$ cat config.mk
export PLATFORM = sky130hd
export DESIGN_NAME = toggle_period_monitor
export DESIGN_NICKNAME = d
export VERILOG_FILES = /design/src/rtl/toggle_period_monitor.sv
export SDC_FILE = /design/constraint.sdc
export NUM_CORES = 1
export LEC_CHECK = 0
export ABC_CLOCK_PERIOD_IN_PS = 6500
export CELL_PAD_IN_SITES_DETAIL_PLACEMENT = 0
export CELL_PAD_IN_SITES_GLOBAL_PLACEMENT = 1
export CORE_UTILIZATION = 30
export CTS_BUF_LIST = sky130_fd_sc_hd__clkbuf_4 sky130_fd_sc_hd__clkbuf_8 sky130_fd_sc_hd__clkbuf_16
export DETAILED_ROUTE_END_ITERATION = 6
export HOLD_SLACK_MARGIN = 0.02
export PLACE_DENSITY_LB_ADDON = 0.12
export SETUP_SLACK_MARGIN = 0.2
export SLEW_MARGIN = 20
export SYNTH_ARGS = -nofsm -noshare
export SYNTH_HDL_FRONTEND = slang
export SYNTH_SLANG_ARGS = --single-unit
$ cat constraint.sdc
create_clock -name clock -period 6.5 [get_ports clock]
set_clock_uncertainty 0.05 [all_clocks]
set_input_delay 0.975 -clock clock [delete_from_list [all_inputs] [get_ports clock]]
set_output_delay 0.975 -clock clock [all_outputs]
set_load 0.01 [all_outputs]
$ cat src/rtl/toggle_period_monitor.sv
// Synchronizes a free-running toggle, measures each half-period in clock
// cycles and raises sticky flags for intervals outside [MIN_HALF, MAX_HALF].
module toggle_period_monitor #(
  parameter int CNT_W       = 16,
  parameter int SYNC_STAGES = 2,
  parameter int MIN_HALF    = 40,
  parameter int MAX_HALF    = 60
) (
  input  logic             clock,
  input  logic             reset_n,
  input  logic             enable,
  input  logic             clear_stats,
  input  logic             toggle_in,
  output logic             level,
  output logic [CNT_W-1:0] half_period,
  output logic             period_valid,
  output logic [15:0]      edge_count,
  output logic             too_short,
  output logic             timeout
);

  typedef enum logic [1:0] {
    IDLE,
    ARMED,
    MEASURE
  } state_t;

  localparam logic [CNT_W-1:0] MIN_L = CNT_W'(MIN_HALF);
  localparam logic [CNT_W-1:0] MAX_L = CNT_W'(MAX_HALF);

  state_t                 state;
  logic [SYNC_STAGES-1:0] sync_q;
  logic                   level_prev;
  logic                   edge_det;
  logic [CNT_W-1:0]       cnt;
  logic [CNT_W-1:0]       cnt_inc;
  logic                   count_evt;
  logic                   short_evt;
  logic                   timeout_evt;

  // Synchronizer and edge history run regardless of enable
  always_ff @(posedge clock or negedge reset_n) begin
    if (!reset_n) begin
      sync_q     <= '0;
      level_prev <= 1'b0;
    end else begin
      sync_q     <= {sync_q[SYNC_STAGES-2:0], toggle_in};
      level_prev <= sync_q[SYNC_STAGES-1];
    end
  end

  assign level    = sync_q[SYNC_STAGES-1];
  assign edge_det = level ^ level_prev;

  // The counter holds at all-ones instead of wrapping back to a short value
  assign cnt_inc     = (cnt == '1) ? cnt : cnt + CNT_W'(1);
  assign count_evt   = enable && edge_det;
  assign short_evt   = enable && (state == MEASURE) && edge_det && (cnt_inc < MIN_L);
  assign timeout_evt = enable && (state == MEASURE) && !edge_det && (cnt_inc >= MAX_L);

  always_ff @(posedge clock or negedge reset_n) begin
    if (!reset_n) begin
      state        <= IDLE;
      cnt          <= '0;
      half_period  <= '0;
      period_valid <= 1'b0;
    end else begin
      period_valid <= 1'b0;
      if (!enable) begin
        state <= IDLE;
        cnt   <= '0;
      end else begin
        case (state)
          IDLE: begin
            state <= ARMED;
            cnt   <= '0;
          end
          ARMED: begin
            cnt <= '0;
            if (edge_det) begin
              state <= MEASURE;
            end
          end
          MEASURE: begin
            if (edge_det) begin
              half_period  <= cnt_inc;
              period_valid <= 1'b1;
              cnt          <= '0;
            end else if (cnt_inc >= MAX_L) begin
              // A missing edge discards the interval; the next edge only re-arms
              state <= ARMED;
              cnt   <= '0;
            end else begin
              cnt <= cnt_inc;
            end
          end
          default: begin
            state <= IDLE;
            cnt   <= '0;
          end
        endcase
      end
    end
  end

  // Events in the same cycle as clear_stats take priority over the clear
  always_ff @(posedge clock or negedge reset_n) begin
    if (!reset_n) begin
      edge_count <= '0;
      too_short  <= 1'b0;
      timeout    <= 1'b0;
    end else begin
      if (count_evt) begin
        edge_count <= clear_stats ? 16'd1 : edge_count + 16'd1;
      end else if (clear_stats) begin
        edge_count <= '0;
      end

      if (short_evt) begin
        too_short <= 1'b1;
      end else if (clear_stats) begin
        too_short <= 1'b0;
      end

      if (timeout_evt) begin
        timeout <= 1'b1;
      end else if (clear_stats) begin
        timeout <= 1'b0;
      end
    end
  end

endmodule

Word level (Yosys, flattened, before mapping)
Cells that the tools add are included.
{"block": "totals", "register_bits": 56, "in_bits": 5, "word_cells": 52}
{"block": "op_classes", "magnitude_cmp": 2, "n_reduce_logical": 13, "mux": 19, "n_addsub": 2, "bitwise_logic": 1, "n_eq_ne": 6}
{"op": "$mux 16", "n": 8}
{"op": "$add 16x1->16 const B", "n": 2}
{"op": "$eq 16x16->1 const B", "n": 1}
{"op": "$ge 16x6->1 const B", "n": 1}
{"op": "$lt 16x6->1 const B", "n": 1}
{"op": "$mux 2", "n": 4}
{"op": "$logic_and 1x1->1", "n": 6}
{"op": "$mux 1", "n": 6}
{"op": "$ne 3x3->1 const B", "n": 2}
{"op": "$pmux 2 s3", "n": 1}
{"op": "$reduce_and 3->1", "n": 2}
{"op": "$reduce_bool 2->1", "n": 3}
{"op": "$ne 3x2->1 const B", "n": 1}
{"op": "$eq 2x1->1 const B", "n": 1}
{"op": "$eq 2x2->1 const B", "n": 1}
{"op": "$logic_not 2->1", "n": 1}
{"op": "$logic_not 1->1", "n": 1}
{"op": "$xor 1x1->1", "n": 1}

Longest topological paths before layout
{"block": "depth", "depth_word": 7, "depth_mapped": 8}

Least setup slack after synthesis
Ideal clock, no wire load.
{"block": "synth_timing", "path_type": "register to register", "startpoint": "register cnt[0]", "endpoint": "register state[0]", "required_ns": 6.330, "t_arrival_ns": 2.049, "path_buffers": 1, "setup_slack_ns": 4.281, "path_stages_with_launch": 9, "cell_sequence": "dfrtp_1 -> ha_1 -> and3_1 -> clkbuf_1 -> a311oi_1 -> a31oi_1 -> nor4_2 -> nand3_2 -> a41o_1"}
{"block": "synth_between", "elab_chain_cells": 5}
{"element": "from (decl)", "line_no": "35", "text": "logic [CNT_W-1:0] cnt;"}
{"element": "from (signal assigned)", "line_no": "94", "text": "cnt <= cnt_inc;"}
{"element": "$add 16x1->16 / $eq 16x16->1 (equally long branches)", "line_no": "56", "text": "assign cnt_inc = (cnt == '1) ? cnt : cnt + CNT_W'(1);"}
{"element": "$mux 16 *", "line_no": "56"}
{"element": "$ge 16x6->1 *", "line_no": "89", "text": "end else if (cnt_inc >= MAX_L) begin"}
{"element": "$ne 3x2->1 (no line) *"}
{"element": "$reduce_and 3->1 (no line) *"}
{"element": "to (signal assigned)", "line_no": "63", "text": "state <= IDLE;"}
{"element": "to (signal assigned)", "line_no": "91", "text": "state <= ARMED;"}
{"element": "to (signal assigned)", "line_no": "98", "text": "state <= IDLE;"}
{"element": "to (decl)", "line_no": "31", "text": "state_t state;"}
Mark *: on every way between the ends. The rest lies on a longest branch, timed or not.
A chain may end at the register's enable or synchronous reset.

Final worst setup path
Same ends and word-level chain as after synthesis.

==> metrics.txt <==
Slew headroom 51.75%; leakage 1.391 nW; initial antenna violation count 0; clk buf depth 2; CP endpoint kind register; reg2reg path depth 7; n_diodes 0; Via Count 1,983; Die Wd 96.74 um; synth cell count leaders dfrtp_1 (56), nand2_1 (31), nor2_1 (26); final wirelength 5921 um; Post-synth EDFFs 0; crit path DAT 2.65 ns; CP Max Fanout 6; Synth Warn # 0; core area 0.008721 mm^2; Post-CTS Resized 0; DR iter-0 viols 50; routability congestion estimate 0.6911; first-pass GRT wire length 10,100 um; #FFs+latches synth 56; Tmin final 2.485 ns; area share of the leading cell type in the synthesized netlist 52.04%; most common cell in the netlist dfrtp_1; total power 695.5 uW; Hold Path Origin sync_q[0]$_DFF_PN0_; I/O pin cnt 41; reg2reg end state[0]$_DFFE_PN0P_; hold_buf cts 0; predominant post-synthesis flop cell dfrtp_1; register area share after synthesis 52.04%; CTS Sinks 56; FP Rows 34; Die Ht 96.74 um; Hold Path End sync_q[1]$_DFF_PN0_; TNS Setup 0 ns; number of max-cap violations 0; CTS tree done; H-tree depth 2; worst r2r src cnt[0]$_DFF_PN0_; Avg Inst Size Synth 10.24 um^2; post-synth cell types 49; Setup violations, final 0; status complete, no violations; WL/cell 14.13 um; Slew Limit Fails 0; Synth area leader dfrtp_1; share of layout cells above drive strength 1 9.003%; Async S/R FF share, synth 100.0%; All-Layer GR Usage 13.21%; First-pass DRT Iterations 4; TritonCTS buffer count 5; final worst-path cycle share 38.23%; vias per inst 4.733; clk root buf clkbuf_8; max frequency 0.4024 GHz; number of global-route vias before repair 2,047; Cell Area, Synth 0.002693 mm^2; Slew @ Worst Pin 0.7238 ns; post-CTS setup buffer count 0; hold depth 0; Critical Path Source Type register; gr ovfl total 0; # DRC 0; Filler cells 889; Peak VDD IR 88.20 uV; Min-Delay Path Class register to register; RSZ-0062 raised after global routing no; count of final hold-check violations 0; synthesized instance count 263; largest net degree at the start of global routing 57; Placed Cells 411; Finished Layout Cells 419; Starting Density 30.88%; clock-pin slew on the worst setup and hold paths 0.11 ns; largest cells by area after synthesis dfrtp_1 (52%), xor2_1 (4.6%), nand2_1 (4.3%); WS Path Type register to register; latest clock arrival within the worst-skew pair 0.31 ns; area of the die 0.009358 mm^2; Area Overhead vs Synth 22.82%; CP Data Required Time 6.67 ns; final net count 317; PortBufs 40; reg-to-reg setup timing slack 4.02 ns; Pwr Density 210.3 mW/mm^2; detailed placement HPWL 4062 um; ANT nets after route 0
[logic make-up (layout without fill, tap and decap cells)]
| logic type | after synthesis | after routing | share of synthesized area (%) |
|---|---|---|---|
| compound gates | 44 | 44 | 10.36 |
| buf+inv | 16 | 55 | 2.834 |
| other cells | 1 | 10 | 0.1393 |
| fa+ha+maj | 2 | 2 | 0.9292 |
| simple gates | 115 | 115 | 23.88 |
| xor+xnor | 22 | 22 | 7.156 |
| flops | 56 | 56 | 52.04 |
| mux | 7 | 7 | 2.649 |
[how the worst max path moves through the flow]
stage / from / endpoint / slack [ns] / cells past startpoint
finish: cnt[0]$_DFF_PN0_ / state[0]$_DFFE_PN0P_ / 4.02 / 7
CTS: cnt[0]$_DFF_PN0_ / state[0]$_DFFE_PN0P_ / 4.01 / 7
global placement: enable / edge_count[15]$_DFFE_PN0P_ / 3.75 / 5
detailed placement: enable / edge_count[11]$_DFFE_PN0P_ / 3.71 / 5
floorplan: cnt[0]$_DFF_PN0_ / state[0]$_DFFE_PN0P_ / 4.28 / 8
global route: cnt[0]$_DFF_PN0_ / cnt[0]$_DFF_PN0_ / 3.79 / 7
[sequential cells by signal, indices dropped and copies added, names as in the netlist]
register and cells:
half_period 16, sync_q 2, period_valid 1, timeout 1, level_prev 1, edge_count 16, cnt 16, too_short 1
state 2
[final cells by class]
| class | count | area, um^2 | share of cell area [%] |
|---|---|---|---|
| inverters | 5 | 18.77 | 0.5675 |
| well taps | 108 | 135.1 | 4.086 |
| repair buffers | 42 | 410.4 | 12.41 |
| flip-flops and latches | 56 | 1401 | 42.38 |
| multi-input cells | 200 | 1249 | 37.76 |
| clock buffers | 6 | 76.32 | 2.308 |
| clock inverters | 2 | 16.27 | 0.4919 |
[power breakdown]
| part | internal [mW] | switching (mW) | total [mW] |
|---|---|---|---|
| combinational | 0.0541 | 0.0472 | 0.101 |
| clock | 0.0813 | 0.119 | 0.201 |
| sequential | 0.374 | 0.0195 | 0.394 |
[cell usage in the layout, fill, tap and decap left out, types with 3 or more instances in the layout]
cell	instances
and3_1	5
clkbuf_8	5
a21oi_1	8
a31oi_1	3
nand2_1	31
mux2i_1	6
nand3_1	12
xnor2_1	8
inv_1	5
nor2_1	26
xor2_1	14
nand4_1	13
conb_1	10
or3_1	4
o21ai_0	21
clkdlybuf4s50_1	39
and4_1	4
dfrtp_1	56
nor3_1	3
[critical path, cell delays in order (launching register included)]
cell and delay (ns):
dfrtp_1 0.43, ha_1 0.23, nand3_1 0.27, nor3_1 0.36
a31oi_1 0.18, nor4_2 0.45, nand3_2 0.17, a41o_1 0.26
[routing by layer]
| layer | up-vias | track usage (%) | part of all wire [%] |
|---|---|---|---|
| met5 | - | 0 | 0 |
| met4 | 0 | 3.444 | 0.90 |
| met3 | 5 | 3.179 | 3.5 |
| met2 | 27 | 21.72 | 48 |
| met1 | 942 | 17.41 | 47 |
| li1 | 1009 | - | - |
[per-stage QoR]
step           hold WS [ns]  util, %  instance area [um^2]  worst slack (ns)
3_3_place_gp         0.2838    36.86                  3214             3.748
5_1_grt              0.3243    37.92                  3307             3.791
6_report             0.3181    37.92                  3307             4.015
3_5_place_dp         0.2942    36.86                  3214             3.709
2_1_floorplan        0.2812        -                  2726             4.281
4_1_cts              0.3201    37.92                  3307             4.014
Note: power is estimated with default switching activity, not from simulation.
==> edit: new RTL, same settings <==
Change the parameter `SYNC_STAGES` from 2 to 4.
--- a/src/rtl/toggle_period_monitor.sv
+++ b/src/rtl/toggle_period_monitor.sv
@@ -2,7 +2,7 @@
 // cycles and raises sticky flags for intervals outside [MIN_HALF, MAX_HALF].
 module toggle_period_monitor #(
   parameter int CNT_W       = 16,
-  parameter int SYNC_STAGES = 2,
+  parameter int SYNC_STAGES = 4,
   parameter int MIN_HALF    = 40,
   parameter int MAX_HALF    = 60
 ) (
Check against the original RTL: not equivalent (a bounded check fails within 4 cycles, from zero or initial values and one cycle with reset_n low).
==> edit against the unedited design <==
- the flow now finishes with violations (DRC)
- cell count grew 2.1%
- die area grew 3.5%
- power grew 26%
- final area grew 3.9%
- area after synthesis grew 3.6%
- count of clock-buffer cells in the layout grew 8
- worst setup slack lost 0.65 ns
- sequential cell count grew 2
- wire length grew 5.7%
- first-iteration DRC count grew 36%
- largest cell class unchanged
- largest power group unchanged
==> edit: results (changes against the unedited design) <==
* Setup Fix Bufs, Post-CTS at 0 (unchanged)
* Internal Power at 648 uW (+27%)
* Worst vdd ir at 130 uV (+47%)
* Synth Area in Compound Gates at 0.107 (+0.00360)
* Seq/Total Area, Yosys at 0.520 (about the same)
* Leak pwr at 1.42 nW (+2.1%)
* Largest net degree at the start of global routing at 59 (+3.5%)
* Nets at 322 (+1.6%)
* DP HPWL at 4270 um (+5.0%)
* DR pass1 iterations at 7 (+3)
* Ant. Diodes at 0 (unchanged)
* XOR/XNOR share of the synthesized area at 0.0691 (-0.00247)
* Area contributors post-synth: dfrtp_1, nand2_1, xor2_1
* R2R Setup Slk at 3.80 ns (-0.22 ns)
* Vias per cell at 4.87 (+3.0%)
* Fraction of layout cells with a size suffix above 1 at 0.100 (+0.00997)
* Synth cell types at 53 (+8.2%)
* Vias in the first global route at 2068 (+1.0%)
* IO Port Bufs at 40 (unchanged)
* Placed Instances at 412 (+0.24%)
* Root Buffer: clkbuf_8
* Failing checks: DRC
* Ys async rst share at 1.00 (unchanged)
* Worst-path clk slew at 0.07 ns (-0.04 ns)
* DRC errors left at 3 (+3)
* Initial antenna violation count at 0 (unchanged)
* GRT Total Usage at 0.147 (+0.0151)
* H-tree depth at 3 (+1)
* First-pass GRT wire length at 11000 um (+8.5%)
* Synth top cells by count: dfrtp_1, nand2_1, nor2_1, o21ai_0, xor2_1
* Arrival time worst endpoint at 3.26 ns (+0.61 ns)
* Fillcell total at 921 (+3.6%)
* Mapped Cells at 267 (+1.5%)
* Synthesized-area fraction occupied by adder cells at 0.00897 (-0.000321)
* Num CTS Buffers at 9 (+4)
* Slew headroom at 0.442 (-0.0751)
* Status: finished, violations left
* CP max FO at 26 (+20)
* Multiplexer share of the synthesized area at 0.0188 (-0.00764)
* Slowest cell on the critical path: nand2_1
* Wirelength per Cell at 14.6 um (+3.5%)
* Cell family with the largest share of critical-path delay: simple AND/OR/NAND/NOR gates
* CTS resizes at 0 (unchanged)
* Worst Setup SP: enable
* Main flop type after synthesis: dfrtp_1
* Gpl congestion at 0.778 (+13%)
* Final hold slack at 0.299 ns (-0.0190 ns)
* Total wire length at 6260 um (+5.7%)
* Initial DRC Count at 68 (+36%)
* Max Buffers Root-to-Sink at 2 (unchanged)
* CP max stage delay at 0.62 ns (+0.17 ns)
* Clock Latency Late Sink at 0.33 ns (+0.02 ns)
==> edit: kinds of logic after synthesis <==
kind of cell    Yosys count
simple gates            117
flops                    58
compound gates           44
xor+xnor                 22
buf+inv                  18
mux                       5
fa+ha+maj                 2
other cells               1
==> edit: stage by stage <==
| step | area, um2 | worst slack [ns] |
|---|---|---|
| after floorplan | 2820 | 4.29 |
| after global placement | 3250 | 3.09 |
| after detailed placement | 3250 | 3.03 |
| after CTS | 3440 | 3.36 |
| after global routing | 3440 | 3.05 |
| final | 3440 | 3.37 |
==> edit: final timing paths <==
kind / end / cells past startpoint
worst min-delay path: sync_q[1] / 0
max in group asynchronous: state[0] / 2
worst min register to register: sync_q[1] / 0
worst max register to register: cnt[5] / 7
worst max-delay path: too_short / 7
min in group asynchronous: edge_count[15] / 2
==> edit: power by group through the flow <==
stage | clock [mW] | sequential [mW] | combinational, mW
6_report | 0.319 | 0.424 | 0.134
5_1_grt | 0.345 | 0.432 | 0.150
4_1_cts | 0.330 | 0.425 | 0.137
3_5_place_dp | 0 | 0.430 | 0.136
3_3_place_gp | 0 | 0.432 | 0.136
2_1_floorplan | 0 | 0.439 | 0.0469
==> edit: metal layers <==
| metal | track usage | wire, um | vias up |
|---|---|---|---|
| met5 | 0 | 0 | - |
| met4 | 0.0735 | 82 | 0 |
| met3 | 0.0298 | 209 | 8 |
| met2 | 0.194 | 2550 | 38 |
| met1 | 0.225 | 3420 | 999 |
| li1 | - | - | 1041 |
==> edit: cell type report <==
cell class,count,area share
inverters,5,0.00546
clock buffers,14,0.0524
clock inverters,2,0.00291
repair buffers,41,0.117
flip-flops and latches,58,0.422
multi-input cells,200,0.360
well taps,108,0.0393
